<file path="config.mk">
export PLATFORM = sky130hd
export DESIGN_NAME = byte_unstriping_n
export DESIGN_NICKNAME = d
export VERILOG_FILES = /design/src/rtl/byte_unstriping_n_pkg.sv /design/src/rtl/byte_unstriping_n_sync_fifo.sv /design/src/rtl/byte_unstriping_n.sv
export SDC_FILE = /design/constraint.sdc
export NUM_CORES = 1
export LEC_CHECK = 0
export CAP_MARGIN = 20
export CORE_AREA = 2 2 209 211
export CTS_BUF_LIST = sky130_fd_sc_hd__clkbuf_4
export CTS_CLUSTER_DIAMETER = 60
export DETAILED_ROUTE_END_ITERATION = 10
export DIE_AREA = 0 0 211 213
export PLACE_DENSITY = 0.77
export SYNTH_ARGS = -nofsm -noshare
export SYNTH_HDL_FRONTEND = slang
export SYNTH_SLANG_ARGS = --single-unit
</file>
<file path="constraint.sdc">
create_clock -name clk -period 4.2 [get_ports clk]
set_input_delay 0.63 -clock clk [delete_from_list [all_inputs] [get_ports clk]]
set_output_delay 0.63 -clock clk [all_outputs]
set_load 0.01 [all_outputs]
</file>
<file path="src/rtl/byte_unstriping_n_pkg.sv">
// Shared definitions for the byte un-striper and the future striper:
// FSM state encoding and the lane-count clamp helper.
package byte_unstriping_n_pkg;

  typedef enum logic [1:0] {
    S_IDLE  = 2'd0,
    S_ALIGN = 2'd1,
    S_RUN   = 2'd2
  } state_t;

  localparam int MIN_LANES = 1;

  // Clamp a requested lane count into MIN_LANES..max_lanes.
  function automatic int clamp_lanes(input int cfg, input int max_lanes);
    if (cfg < MIN_LANES) return MIN_LANES;
    if (cfg > max_lanes) return max_lanes;
    return cfg;
  endfunction

endpackage

</file>
<file path="src/rtl/byte_unstriping_n_sync_fifo.sv">
// Single-clock first-word-fall-through FIFO used as a per-lane deskew buffer.
// Ports: clk, reset (async high), push/din, pop/dout, full, empty.
module sync_fifo #(
  parameter int WIDTH = 32,
  parameter int DEPTH = 4
) (
  input  logic             clk,
  input  logic             reset,
  input  logic             push,
  input  logic [WIDTH-1:0] din,
  input  logic             pop,
  output logic [WIDTH-1:0] dout,
  output logic             full,
  output logic             empty
);

  localparam int AW = $clog2(DEPTH);

  logic [WIDTH-1:0] r_mem [DEPTH];
  logic [AW:0]      r_wr;
  logic [AW:0]      r_rd;
  logic             w_wr_en;
  logic             w_rd_en;

  assign empty = (r_wr == r_rd);
  assign full  = (r_wr[AW] != r_rd[AW]) &&
                 (r_wr[AW-1:0] == r_rd[AW-1:0]);
  assign dout  = r_mem[r_rd[AW-1:0]];

  // A push into a full FIFO is still taken when a pop frees a slot.
  assign w_rd_en = pop && !empty;
  assign w_wr_en = push && (!full || w_rd_en);

  always_ff @(posedge clk) begin
    if (w_wr_en) r_mem[r_wr[AW-1:0]] <= din;
  end

  always_ff @(posedge clk or posedge reset) begin
    if (reset) begin
      r_wr <= '0;
      r_rd <= '0;
    end else begin
      if (w_wr_en) r_wr <= r_wr + 1'b1;
      if (w_rd_en) r_rd <= r_rd + 1'b1;
    end
  end

endmodule

</file>
<file path="src/rtl/byte_unstriping_n.sv">
// Byte un-striper: rebuilds a word stream from NUM_LANES lanes in round-robin
// order with per-lane deskew FIFOs. Ports: clk, reset, cfg_lanes, lane_data,
// lane_valid, lane_ready, data_out/valid_out/out_ready, overflow_err (sticky).
module byte_unstriping_n
  import byte_unstriping_n_pkg::*;
#(
  parameter int NUM_LANES  = 4,
  parameter int DATA_WIDTH = 32,
  parameter int FIFO_DEPTH = 4,
  parameter int LANE_W     = $clog2(NUM_LANES + 1)
) (
  input  logic                            clk,
  input  logic                            reset,
  input  logic [LANE_W-1:0]               cfg_lanes,
  input  logic [NUM_LANES*DATA_WIDTH-1:0] lane_data,
  input  logic [NUM_LANES-1:0]            lane_valid,
  output logic [NUM_LANES-1:0]            lane_ready,
  output logic [DATA_WIDTH-1:0]           data_out,
  output logic                            valid_out,
  input  logic                            out_ready,
  output logic [NUM_LANES-1:0]            overflow_err
);

  localparam int PTR_W = (NUM_LANES > 1) ? $clog2(NUM_LANES) : 1;

  state_t                r_state;
  state_t                w_state_nxt;
  logic [PTR_W-1:0]      r_ptr;
  logic [LANE_W-1:0]     r_act;
  logic [LANE_W-1:0]     w_cfg_act;
  logic [DATA_WIDTH-1:0] r_data;
  logic                  r_valid;
  logic [NUM_LANES-1:0]  r_err;

  logic [NUM_LANES-1:0]  w_active;
  logic [NUM_LANES-1:0]  w_full;
  logic [NUM_LANES-1:0]  w_empty;
  logic [NUM_LANES-1:0]  w_push;
  logic [NUM_LANES-1:0]  w_pop;
  logic [NUM_LANES-1:0]  w_ovf;
  logic [DATA_WIDTH-1:0] w_dout [NUM_LANES];

  logic w_can_pop;
  logic w_take;
  logic w_all_empty;
  logic w_all_ready;
  logic w_last;

  assign w_cfg_act = LANE_W'(clamp_lanes(int'(cfg_lanes), NUM_LANES));

  // Every lane counts as active while idle so a new stream can land anywhere.
  always_comb begin
    w_active = '0;
    for (int i = 0; i < NUM_LANES; i++)
      w_active[i] = (r_state == S_IDLE) || (LANE_W'(i) < r_act);
  end

  assign w_push      = lane_valid & w_active;
  assign w_ovf       = w_push & w_full & ~w_pop;
  assign lane_ready  = w_active & ~w_full;
  assign w_all_empty = &(w_empty | ~w_active);
  assign w_all_ready = &(~w_empty | ~w_active);
  assign w_can_pop   = !r_valid || out_ready;
  assign w_last      = (LANE_W'(r_ptr) == r_act - LANE_W'(1));

  for (genvar g = 0; g < NUM_LANES; g++) begin : g_lane
    sync_fifo #(
      .WIDTH (DATA_WIDTH),
      .DEPTH (FIFO_DEPTH)
    ) u_fifo (
      .clk   (clk),
      .reset (reset),
      .push  (w_push[g]),
      .din   (lane_data[g*DATA_WIDTH +: DATA_WIDTH]),
      .pop   (w_pop[g]),
      .dout  (w_dout[g]),
      .full  (w_full[g]),
      .empty (w_empty[g])
    );
  end

  always_ff @(posedge clk or posedge reset) begin
    if (reset) r_state <= S_IDLE;
    else       r_state <= w_state_nxt;
  end

  always_comb begin
    w_state_nxt = r_state;
    w_take      = 1'b0;
    w_pop       = '0;
    unique case (r_state)
      S_IDLE: begin
        if (|lane_valid) w_state_nxt = S_ALIGN;
      end
      S_ALIGN: begin
        if (w_all_ready) w_state_nxt = S_RUN;
      end
      S_RUN: begin
        if (w_can_pop && !w_empty[r_ptr]) begin
          w_take       = 1'b1;
          w_pop[r_ptr] = 1'b1;
        end else if (w_can_pop && w_all_empty &&
                     r_ptr == '0 && lane_valid == '0) begin
          // Only leave on a round boundary so order survives a restart.
          w_state_nxt = S_IDLE;
        end
      end
      default: w_state_nxt = S_IDLE;
    endcase
  end

  always_ff @(posedge clk or posedge reset) begin
    if (reset) begin
      r_ptr   <= '0;
      r_data  <= '0;
      r_valid <= 1'b0;
      r_act   <= LANE_W'(NUM_LANES);
      r_err   <= '0;
    end else begin
      r_err <= r_err | w_ovf;
      if (r_state == S_IDLE && w_state_nxt == S_ALIGN)
        r_act <= w_cfg_act;
      if (r_state != S_RUN) begin
        r_valid <= 1'b0;
        r_ptr   <= '0;
      end else if (w_take) begin
        r_data  <= w_dout[r_ptr];
        r_valid <= 1'b1;
        r_ptr   <= w_last ? '0 : r_ptr + PTR_W'(1);
      end else if (w_can_pop) begin
        r_valid <= 1'b0;
      end
    end
  end

  assign data_out     = r_data;
  assign valid_out    = r_valid;
  assign overflow_err = r_err;

endmodule
</file>
==> impl_metrics.json, run 1 <==
{
  "status": "finished clean",
  "synth.area.top_cells": "edfxtp_1 (66%), mux4_2 (16%), dfrtp_1 (7.2%)",
  "cap_violations": 0,
  "routed_wl_um": 53000,
  "ys.warnings.count": 0,
  "coreArea_um2": 42700,
  "rows": 76,
  "fp.dieW_um": 211,
  "period_share_pct": 84.3,
  "first_pass_iters": 5,
  "register_area_um2": 17100,
  "tightest_slew_ns": 0.947,
  "rrSetupSlack_ns": 0.66,
  "syn-instance-count": 1100,
  "peakVddDrop_mv": 0.437,
  "grt-ovfl-total": 0,
  "final_cell_mix": "edfxtp_1 (512), clkbuf_4 (208), clkdlybuf4s50_1 (178), mux4_2 (161), dfrtp_1 (58)",
  "grt_pass1_vias": 12900,
  "cts_sinks": 580,
  "grt_max_degree": 45,
  "max_freq_ghz": 0.283,
  "cts_resized": 0,
  "hold_path.class": "in2async",
  "io_buffers": 178,
  "drt-initial-drc-count": 1240,
  "die_h_um": 213,
  "post-cts-setup-buffer-count": 0,
  "reg2reg_from": "g_lane[3].u_fifo.r_wr[0]",
  "layout.nets": 1564,
  "path_class": "reg2reg",
  "htreeDepth": 4,
  "die_area_um2": 44900,
  "powerDensity_nw_per_um2": 726,
  "worstReg2RegEnd": "g_lane[2].u_fifo.r_mem[1][14]",
  "pre_cts_ws_ns": 0.727,
  "yosys.area.top_type": "edfxtp_1",
  "clockBufferDepth": 3,
  "worstPathRequired_ns": 4.75,
  "rsz0062_at_grt": "false",
  "fin_worst_skew_ns": 0.0525,
  "slew_viol_final": 0,
  "synthesis.nets": 1264,
  "cts_tree": "yes",
  "synth_area_um2": 23300,
  "postLayoutSetupSlackWorst_ns": 0.660,
  "wire_per_inst_um": 25.7,
  "viasPerCell": 5.95,
  "slew_headroom_pct": 36.8,
  "antenna_found_initial": 5,
  "setup_violations": 0,
  "finalHoldViolCount": 0,
  "final_common_cell": "edfxtp_1",
  "setup-tns-final_ns": 0,
  "syn_to_final_growth_pct": 19.0,
  "ant_nets": 0,
  "synth_edf_count": 512,
  "grt_pass1_wl_um": 78900,
  "worstSetupEndpointType": "flip-flop",
  "cp_max_fo": 31,
  "synth-async-reset-ratio_pct": 11.7,
  "cts_buffers": 142,
  "drive_gt1_share_pct": 32.5,
  "ys.flop_type": "edfxtp_1",
  "p_leak_nw": 9.47,
  "initial_core_util_pct": 54.6,
  "drc_errors": 0,
  "clk_pin_slew_ns": 0.07,
  "fin_util_pct": 65.0,
  "ys_types": 55,
  "cp-start-kind": "flip-flop",
  "synth_top_area_share_pct": 65.9,
  "timing.hold.ws_ns": 0.142,
  "clock_latency_ns": 0.82,
  "dp_hpwl_um": 33900,
  "multi_input_area_um2": 6020,
  "cp.arrival_ns": 4.09,
  "holdBufCountCts": 0,
  "ys_seq_elements": 580,
  "fin_crit_ns": 3.54,
  "grt.total_usage_pct": 24.4,
  "root_buffer": "clkbuf_4",
  "fillCellCount": 2769,
  "postSynthAreaPerCell_um2": 21.2,
  "io_pins": 179,
  "dr_total_vias": 12300,
  "r2r_cells": 6,
  "ys_seq_area_share_pct": 73.2,
  "gp_congestion": 0.817
}
worst max-delay path by stage:
stage	from	end	depth (start not counted)
finish	g_lane[3].u_fifo.r_wr[0]	g_lane[2].u_fifo.r_mem[1][14]	6
global route	g_lane[3].u_fifo.r_wr[0]	g_lane[2].u_fifo.r_mem[1][14]	6
CTS	g_lane[3].u_fifo.r_wr[0]	g_lane[2].u_fifo.r_mem[1][7]	6
detailed placement	g_lane[3].u_fifo.r_wr[0]	g_lane[2].u_fifo.r_mem[1][19]	6
global placement	g_lane[3].u_fifo.r_wr[0]	g_lane[2].u_fifo.r_mem[1][14]	6
floorplan	r_ptr[1]	g_lane[0].u_fifo.r_mem[0][0]	6
area by class of cell:
type	count	area share [%]
flip-flops and latches	580	61.6
multi-input cells	442	21.7
repair buffers	212	7.38
clock buffers	208	5.63
well taps	546	2.46
clock inverters	49	0.920
inverters	22	0.302
diodes	3	0.0271
synth_stat cells, types with 6 or more instances:
library cell and n:
xor2_1 14, mux2_4 28, and3_1 17, mux4_2 161, nand2_1 24, nor2_1 35, clkbuf_1 35, o311ai_2 6
o311ai_1 6, edfxtp_1 512, nor3b_1 7, nand4_1 16, buf_1 11, inv_1 21, dfrtp_1 67, nand2b_1 6
mux2_2 7, xnor2_1 10, a21oi_1 13, ha_1 26, buf_6 6, a21o_1 6
cell families (layout without fill, tap and decap cells):
group                      count (synthesis)  after routing  synth area share, %
adders and majority gates                 26             26                 1.40
xor gates and xnor gates                  24             24                0.901
muxes                                    198            198                 17.8
AOI/OAI and AO/OA                         63             63                 2.23
DFF                                      580            580                 73.2
and+or+nand+nor                          131            131                 2.98
other                                      0              3                    0
buffers and inverters                     78            491                 1.47
routing by layer:
metal	global-route usage, %	vias up	wire length [µm]	share of wire, %
li1	-	5275	-	-
met1	32.9	6359	20600	39
met2	39.8	562	27300	52
met4	7.94	4	803	1.5
met3	5.66	76	4250	8.0
met5	0	-	27	0.051
critical path: stages, from the launching register on:
cell	delay [ns]
dfrtp_1	0.47
xor2_1	0.21
or3_1	0.45
mux4_2	0.78
a21oi_1	0.82
nor2_4	0.26
buf_12	0.25
registers in the layout, summed over array words and instances, names as in the netlist:
signal	count
r_state	2
g_lane.u_fifo.r_wr	12
overflow_err	4
r_act	3
valid_out	1
data_out	32
g_lane.u_fifo.r_mem	512
r_ptr	2
g_lane.u_fifo.r_rd	12
power by group:
group / total [mW] / switching [mW] / leakage [nW] / internal [mW]
clock network: 4.56 / 2.16 / 1.07 / 2.40
logic: 7.21 / 3.77 / 2.96 / 3.44
registers: 8.38 / 0.549 / 5.44 / 7.84
metrics by stage:
stage	power, mW	cell area (µm²)	std cells
finish	20.2	27800	2062
detailed placement	15.8	25900	1802
CTS	20.4	27700	2059
global route	21.2	27800	2062
global placement	15.6	25900	1802
floorplan	13.2	23300	1100
(Power assumes the default switching activity.)
==> run 2, diff against run 1 <==
- PLACE_DENSITY: 0.77 -> 0.8
- clock period: 4.2 -> 3.1 ns (I/O delays scaled with it)
==> run 2 against run 1 <==
Core utilization grew 1.3 points. Clock power increased by 40%. Via count is 3.0% higher. Global-route usage up 1.8 points. Largest cell class unchanged. Die area unchanged. Total power increased by 41%. Highest routed layer unchanged. Combinational power up 48%. Wire length grew 6.8%. Cell area grew 2.0%. Worst setup slack lost 0.51 ns.
==> impl_metrics.json, run 2 (same netlist as run 1, synthesis figures left out) <==
{
  "die_area_um2": 44900,
  "multi_input_area_um2": 6050,
  "slew_headroom_pct": 30.9,
  "finalHoldViolCount": 0,
  "pre_cts_ws_ns": 0.00678,
  "setup_violations": 0,
  "initial_core_util_pct": 54.6,
  "cp_max_fo": 10,
  "gp_congestion": 0.858,
  "final_cell_mix": "edfxtp_1 (512), clkbuf_4 (206), clkdlybuf4s50_1 (177), mux4_2 (161), dfrtp_1 (56)",
  "tightest_slew_ns": 1.03,
  "postLayoutSetupSlackWorst_ns": 0.154,
  "register_area_um2": 17100,
  "status": "finished clean",
  "cp.arrival_ns": 2.48,
  "layout.nets": 1600,
  "dr_total_vias": 12600,
  "largest_reg_flops": 512,
  "dp_hpwl_um": 37400,
  "reg2reg_from": "g_lane[3].u_fifo.r_rd[2]",
  "antenna_found_initial": 8,
  "grt_pass1_wl_um": 83400,
  "cpLargestDelayFamily": "buffers and inverters",
  "first_pass_iters": 7,
  "slew_viol_final": 0,
  "routed_wl_um": 56600,
  "final_common_cell": "edfxtp_1",
  "hold_path_depth": 1,
  "slowest_delay_ns": 0.56,
  "worstPathRequired_ns": 2.63,
  "die_h_um": 213,
  "placed_cells": 1837,
  "clockBufferDepth": 3,
  "p_leak_nw": 9.73,
  "root_buffer": "clkbuf_4",
  "crit_buf_inv": 1,
  "hold_path.class": "in2reg",
  "cts_buffers": 140,
  "ant_nets": 0,
  "rrSetupSlack_ns": 0.16,
  "htreeDepth": 4,
  "hp-start": "lane_data[7]",
  "clock_latency_ns": 0.85,
  "grt_pass1_vias": 13200,
  "grt-ovfl-total": 0,
  "critPathSlowestCell": "clkdlybuf4s50_1",
  "drc_errors": 0,
  "viasPerCell": 6.06,
  "holdPathEnd": "g_lane[0].u_fifo.r_mem[3][7]",
  "io_buffers": 178,
  "cts_sinks": 580,
  "wire_per_inst_um": 27.2,
  "rsz0062_at_grt": "false",
  "grt_max_degree": 69,
  "powerDensity_nw_per_um2": 1000,
  "period_share_pct": 95.0,
  "path_class": "reg2out",
  "path_cells": "ha_1 > o21bai_1 > a21oi_2 > clkdlybuf4s50_1",
  "fin_crit_ns": 2.95,
  "rows": 76,
  "max_freq_ghz": 0.339,
  "worstSetupEndpointType": "output port",
  "cap_violations": 0,
  "grt.total_usage_pct": 26.2,
  "io_pins": 179,
  "fp.dieW_um": 211,
  "coreArea_um2": 42700,
  "cts_tree": "yes",
  "fillCellCount": 2726,
  "worstReg2RegEnd": "g_lane[3].u_fifo.r_mem[0][16]",
  "drive_gt1_share_pct": 34.7,
  "fin_worst_skew_ns": 0.0492,
  "syn_to_final_growth_pct": 21.4,
  "peakVddDrop_mv": 0.589,
  "drt-initial-drc-count": 1474,
  "clk_pin_slew_ns": 0.07,
  "final_cell_count_no_fill": 2084,
  "r2r_cells": 7,
  "cp-start-kind": "flip-flop"
}
==> run 2: metrics by stage <==
step / cell area [µm²] / utilization [%] / power (mW) / hold slack, ns / TNS, ns
CTS: 28300 / 66.2 / 28.5 / 0.167 / 0
finish: 28300 / 66.3 / 28.3 / 0.255 / 0
floorplan: 23300 / - / 17.9 / 0.464 / -106.15
global placement: 26400 / 61.9 / 21.7 / 0.479 / 0
detailed placement: 26400 / 61.9 / 22.1 / 0.484 / 0
global route: 28300 / 66.3 / 29.7 / 0.192 / 0
==> run 2: power breakdown <==
group	switching (mW)	total, mW	internal, mW
clock	2.92	6.37	3.45
sequential	0.701	11.3	10.6
combinational	5.52	10.7	5.14
==> run 2: final cells by class <==
class | instances | area share [%]
Antenna cell | 5 | 0.0442
Clock buffer | 206 | 5.46
Clock inverter | 33 | 0.959
Inverter | 22 | 0.296
Multi-Input combinational cell | 442 | 21.4
Sequential cell | 580 | 60.4
Tap cell | 546 | 2.41
Timing Repair Buffer | 250 | 9.06
==> run 2: worst max-delay path by stage <==
stage / from / end / slack [ns] / cells after the start
4_1_cts: g_lane[3].u_fifo.r_wr[1] / g_lane[0].u_fifo.r_mem[3][16] / 0.03 / 6
3_3_place_gp: g_lane[0].u_fifo.r_wr[0] / g_lane[1].u_fifo.r_mem[1][15] / 0.08 / 6
3_5_place_dp: g_lane[0].u_fifo.r_wr[0] / g_lane[1].u_fifo.r_mem[1][15] / 0.007 / 6
6_report: r_act[0] / lane_ready[1] / 0.15 / 4
2_1_floorplan: r_ptr[1] / g_lane[0].u_fifo.r_mem[0][0] / -0.48 / 6
5_1_grt: r_act[0] / lane_ready[1] / 0.01 / 4
==> run 2: what timing repair did <==
item	4_1_cts	5_1_grt
endpoints found under the hold margin	4	0
resized for setup	5	5
hold buffers	1	0
setup endpoints to repair	27	191
setup buffers	0	2
pin swaps	0	3
==> run 2: per-layer routing <==
layer	up-vias	global-route usage, %	share of wire (%)	wire (µm)
li1	5334	-	-	-
met1	6459	34.2	38	21400
met3	108	7.41	9.2	5210
met5	-	0	0.057	32
met2	732	42.1	50	28300
met4	6	10.5	2.9	1660
